### src/rtl/alu_pkg.sv
// Shared definitions for the bit-serial ALU: opcodes, flag positions, FSM states.
// Helper predicates classify opcodes for the slice datapath and flag logic.
package alu_pkg;

    localparam logic [2:0] ADD_OP = 3'd0;
    localparam logic [2:0] ADC_OP = 3'd1;
    localparam logic [2:0] SUB_OP = 3'd2;
    localparam logic [2:0] SBC_OP = 3'd3;
    localparam logic [2:0] AND_OP = 3'd4;
    localparam logic [2:0] XOR_OP = 3'd5;
    localparam logic [2:0] OR_OP  = 3'd6;
    localparam logic [2:0] CP_OP  = 3'd7;

    localparam int FLAG_Z = 3;
    localparam int FLAG_N = 2;
    localparam int FLAG_H = 1;
    localparam int FLAG_C = 0;

    typedef enum logic {
        IDLE = 1'b0,
        RUN  = 1'b1
    } state_t;

    function automatic logic is_sub(input logic [2:0] op);
        return (op == SUB_OP) || (op == SBC_OP) || (op == CP_OP);
    endfunction

    function automatic logic uses_cin(input logic [2:0] op);
        return (op == ADC_OP) || (op == SBC_OP);
    endfunction

endpackage

### src/rtl/alu_slice.sv
// Combinational SLICE-bit ALU slice; carry/borrow in and out, half-carry tap.
// Zero latency; one instance is time-shared across all slices of an operation.
module alu_slice
    import alu_pkg::*;
#(
    parameter int SLICE = 4
) (
    input  logic [SLICE-1:0] a,
    input  logic [SLICE-1:0] b,
    input  logic [2:0]       op,
    input  logic             cin,
    output logic [SLICE-1:0] y,
    output logic             cout,
    output logic             hc
);

    logic [SLICE:0] s;

    always_comb begin
        s = '0;
        case (op)
            ADD_OP, ADC_OP:         s = {1'b0, a} + {1'b0, b} + {{SLICE{1'b0}}, cin};
            SUB_OP, SBC_OP, CP_OP:  s = {1'b0, a} - {1'b0, b} - {{SLICE{1'b0}}, cin};
            AND_OP:                 s = {1'b0, a & b};
            XOR_OP:                 s = {1'b0, a ^ b};
            OR_OP:                  s = {1'b0, a | b};
            default:                s = '0;
        endcase
    end

    assign y    = s[SLICE-1:0];
    assign cout = s[SLICE];
    // With SLICE of 1, 2 or 4, bit 3 always ends a slice, so its carry is that slice's carry out.
    assign hc   = s[SLICE];

endmodule

### src/rtl/alu_serial.sv
// Bit-serial ALU: processes SLICE bits per cycle, done pulses WIDTH/SLICE edges after start.
// start is only sampled while idle; requests arriving while busy are dropped.
module alu_serial
    import alu_pkg::*;
#(
    parameter int WIDTH = 8,
    parameter int SLICE = 4
) (
    input  logic             clock,
    input  logic             reset_n,
    input  logic             start,
    input  logic [WIDTH-1:0] in_A,
    input  logic [WIDTH-1:0] in_B,
    input  logic [2:0]       alu_op,
    input  logic             in_C,
    output logic             busy,
    output logic             done,
    output logic [WIDTH-1:0] out,
    output logic [3:0]       out_flags
);

    localparam int NS    = WIDTH / SLICE;
    localparam int IW    = (NS > 1) ? $clog2(NS) : 1;
    localparam int H_IDX = 4 / SLICE - 1;
    localparam logic [IW-1:0] LAST = IW'(NS - 1);
    localparam logic [IW-1:0] H_SL = IW'(H_IDX);

    state_t           state;
    logic [IW-1:0]    idx;
    logic [WIDTH-1:0] a_reg, b_reg, res, res_next;
    logic [2:0]       op_reg;
    logic             carry, zero_acc, h_reg;
    logic [SLICE-1:0] sa, sb, sy;
    logic             scout, shc, h_now, z_now;
    logic [3:0]       flags_next;

    assign sa = a_reg[idx*SLICE +: SLICE];
    assign sb = b_reg[idx*SLICE +: SLICE];

    alu_slice #(.SLICE(SLICE)) u_slice (
        .a    (sa),
        .b    (sb),
        .op   (op_reg),
        .cin  (carry),
        .y    (sy),
        .cout (scout),
        .hc   (shc)
    );

    always_comb begin
        res_next = res;
        res_next[idx*SLICE +: SLICE] = sy;
        h_now = (idx == H_SL) ? shc : h_reg;
        z_now = zero_acc & (sy == '0);
        flags_next = '0;
        flags_next[FLAG_Z] = z_now;
        flags_next[FLAG_N] = is_sub(op_reg);
        case (op_reg)
            AND_OP: begin
                flags_next[FLAG_H] = 1'b1;
                flags_next[FLAG_C] = 1'b0;
            end
            XOR_OP, OR_OP: begin
                flags_next[FLAG_H] = 1'b0;
                flags_next[FLAG_C] = 1'b0;
            end
            default: begin
                flags_next[FLAG_H] = h_now;
                flags_next[FLAG_C] = scout;
            end
        endcase
    end

    always_ff @(posedge clock or negedge reset_n) begin
        if (!reset_n) begin
            state     <= IDLE;
            idx       <= '0;
            a_reg     <= '0;
            b_reg     <= '0;
            res       <= '0;
            op_reg    <= '0;
            carry     <= 1'b0;
            zero_acc  <= 1'b0;
            h_reg     <= 1'b0;
            busy      <= 1'b0;
            done      <= 1'b0;
            out       <= '0;
            out_flags <= '0;
        end else begin
            done <= 1'b0;
            case (state)
                IDLE: begin
                    if (start) begin
                        a_reg    <= in_A;
                        b_reg    <= in_B;
                        op_reg   <= alu_op;
                        carry    <= uses_cin(alu_op) ? in_C : 1'b0;
                        idx      <= '0;
                        zero_acc <= 1'b1;
                        h_reg    <= 1'b0;
                        busy     <= 1'b1;
                        state    <= RUN;
                    end
                end
                RUN: begin
                    res      <= res_next;
                    carry    <= scout;
                    zero_acc <= z_now;
                    h_reg    <= h_now;
                    if (idx == LAST) begin
                        state     <= IDLE;
                        busy      <= 1'b0;
                        done      <= 1'b1;
                        out       <= (op_reg == CP_OP) ? a_reg : res_next;
                        out_flags <= flags_next;
                    end else begin
                        idx <= idx + 1'b1;
                    end
                end
                default: state <= IDLE;
            endcase
        end
    end

endmodule

### config.mk
export PLATFORM = sky130hd
export DESIGN_NAME = alu_serial
export DESIGN_NICKNAME = d
export VERILOG_FILES = /design/src/rtl/alu_pkg.sv /design/src/rtl/alu_slice.sv /design/src/rtl/alu_serial.sv
export SDC_FILE = /design/constraint.sdc
export NUM_CORES = 1
export LEC_CHECK = 0
export BUFFER_PORTS_ARGS = -buffer_cell sky130_fd_sc_hd__buf_2
export CAP_MARGIN = 10
export CORE_ASPECT_RATIO = 1.5
export CORE_MARGIN = 4
export CORE_UTILIZATION = 55
export CTS_CLUSTER_SIZE = 28
export DETAILED_ROUTE_END_ITERATION = 10
export HOLD_SLACK_MARGIN = 0.15
export PLACE_DENSITY = 0.8
export SYNTH_ARGS = -nofsm -noshare
export SYNTH_HDL_FRONTEND = slang
export SYNTH_SLANG_ARGS = --single-unit
### constraint.sdc
create_clock -name clock -period 3.3 [get_ports clock]
set_input_delay 0.495 -clock clock [delete_from_list [all_inputs] [get_ports clock]]
set_output_delay 0.495 -clock clock [all_outputs]
set_load 0.03 [all_outputs]
==> metrics <==
CTS buffer count=5; Total Routing Usage GR=19.9%; Nets=289; number of flops mapped to enable cells by yosys=0; RD Place Congestion=0.895; CP max-delay cell=a311oi_1; Routed Antenna Nets=0; IO buf count=36; CORE AREA=4030 sq um; vias in the first global route=1739; cell area after placement=2540 sq um; IO Pins=37; area grow syn2layout=11.4%; full die area=5410 sq um; Reg2Reg Launch Point=idx$_DFFE_PN0P_; worst setup path class=flop to flop; cell mode on critical path=inv_1; antenna violations before repair=0; layout cells sized above 1=28.1%; CP Max Fanout=5; 1st-iter DRT viols=64; Max-cap violations=0; first drt pass iteration count=4; Starting Density=58.4%; first-pass GRT wire length=7870 microns; Worst EP arrival=3.28 ns; worst slew pin tran=0.873 ns; # rows=28; mean post-synth cell area=10.8 sq um; reg2reg path depth=10; Synthesis Warnings=0; Worst Setup Start Kind=flop; Post-CTS Setup Repair Bufs=0; Synth Cell Area=2350 sq um; Post-Syn Instances=218; Post-synth top flop=dfrtp_1; die height=88.1 microns; #FFs+latches synth=42; fraction of registers with async set/reset=100%; Worst slew margin=41.8%; Worst Hold Class=primary input to async pin; status=completed; Seq/Total Area, Yosys=44.7%; htree depth=2; Vias=1697; Clock Latency Late Sink=0.29 ns; Final Hold Vio Count=0; fin area=2620 sq um; crit share post-route=92.4%; Sum Neg Setup Slack=0 ns; HPWL after detailed placement=3700 microns; f_max=0.328 GHz; hold buffers post-CTS=0; # diodes=0; routed len/inst=16.4 microns; Worst setup EP type=flop; Worst EP required=3.53 ns; unrepaired setup endpoints after global routing=no; die width=61.4 microns; syn_nets=257; Post-Route Skew=0.00791 ns; final setup vio count=0; final routed DRC violation total=0; clk sinks=42; largest net degree at the start of global routing=43; vias per cell=5.77; remaining global-route overflow=0; CTS tree=done; Clock transition at path regs=0.08 ns; final slew viol count=0; CTS root buffer=clkbuf_8; CP cell instances=mux2i_1 -> inv_1 -> fa_1 -> inv_1 -> fa_1 -> inv_1 -> a221oi_1 -> a311oi_1 -> nor3b_1 -> a32o_1; Worst Setup SP=idx$_DFFE_PN0P_; minimum clock period=3.05 ns; clk buf depth=2; number of gates resized after cts=0; CP max stage delay=0.50 ns; count of cell types in the netlist=42; final wirelength=4820 microns
==> per-stage QoR <==
stage / setup WS (ns) / hold WS [ns] / util, % / std cells
CTS: 0.289 / 0.351 / 65.1 / 294
detailed placement: 0.336 / 0.466 / 63.0 / 288
global route: 0.0216 / 0.396 / 65.1 / 294
floorplan: 0.501 / 0.199 / - / 218
finish: 0.252 / 0.317 / 65.1 / 294
global placement: 0.399 / 0.460 / 63.0 / 288
==> final timing paths <==
| check | to | slack (ns) |
|---|---|---|
| max in group asynchronous | res[3]$_DFFE_PN0P_ | 2.43 |
| min in group clock | a_reg[1]$_DFFE_PN0P_ | 0.43 |
| min | a_reg[1]$_DFFE_PN0P_ | 0.32 |
| max reg2reg | out_flags[3]$_DFFE_PN0P_ | 0.25 |
| max | out_flags[3]$_DFFE_PN0P_ | 0.25 |
| min reg2reg | out_flags[0]$_DFFE_PN0P_ | 0.49 |
==> routing by layer <==
layer	track usage, %	routed length [microns]	vias up
met3	3.83	156	11
met4	8.88	123	0
met5	0	0	-
met2	34.3	2560	35
li1	-	-	811
met1	23.4	1980	840
==> kinds of logic (layout without fill, tap and decap cells) <==
logic type               Yosys count  count (layout)  share of synthesized area [%]
XOR/XNOR                           2               2                          0.745
flip-flops                        42              42                           44.7
adder cells (fa/ha/maj)           16              16                           9.79
AO/OA/AOI/OAI                     44              44                           12.5
multiplexers                      37              37                           17.1
AND/OR/NAND/NOR                   47              47                           9.73
buffers and inverters             30              61                           5.48
==> worst max-delay path: cells and delay by family, from the launching register on <==
kind                     cells  cell delay [ns]
AO/OA/AOI/OAI                3             0.78
buffers and inverters        3             0.28
adder cells (fa/ha/maj)      2             0.78
multiplexers                 1             0.35
flip-flops                   1             0.47
AND/OR/NAND/NOR              1             0.33
==> cells in the final DEF (no fill, tap or decap), drive strengths merged, types with 4 or more instances in the layout <==
master,instances
dfrtp,42
buf,38
mux2,22
nand2,19
o21ai,18
inv,16
mux2i,15
nor2,12
ha,12
nand2b,6
a21oi,6
clkbuf,6
fa,4
==> synthesized netlist by cell type (2+ instances only) <==
master,instances,area [sq um]
dfrtp_1,42,1050
mux2_2,21,236
nand2_1,19,71.3
o21ai_0,18,90.1
inv_1,16,60.1
mux2i_1,15,150
ha_1,12,150
nor2_1,12,45.0
clkbuf_1,7,26.3
a21oi_1,6,30.0
nand2b_1,6,37.5
fa_1,4,80.1
a21o_1,3,22.5
buf_2,3,15.0
a211oi_1,2,15.0
a221oi_1,2,17.5
nand3b_1,2,15.0
nor2b_1,2,12.5
o21a_1,2,15.0
o221ai_1,2,17.5
==> cell type report <==
| type | count | area, sq um |
|---|---|---|
| Clock buffer | 6 | 82.6 |
| Multi-Input combinational cell | 146 | 1170 |
| Timing Repair Buffer | 38 | 195 |
| Fill cell | 340 | 1410 |
| Sequential cell | 42 | 1050 |
| Tap cell | 45 | 56.3 |
| Inverter | 17 | 63.8 |
Power is not shown: default switching activity piles up to over one toggle a cycle in this logic, so the estimate is an artifact.
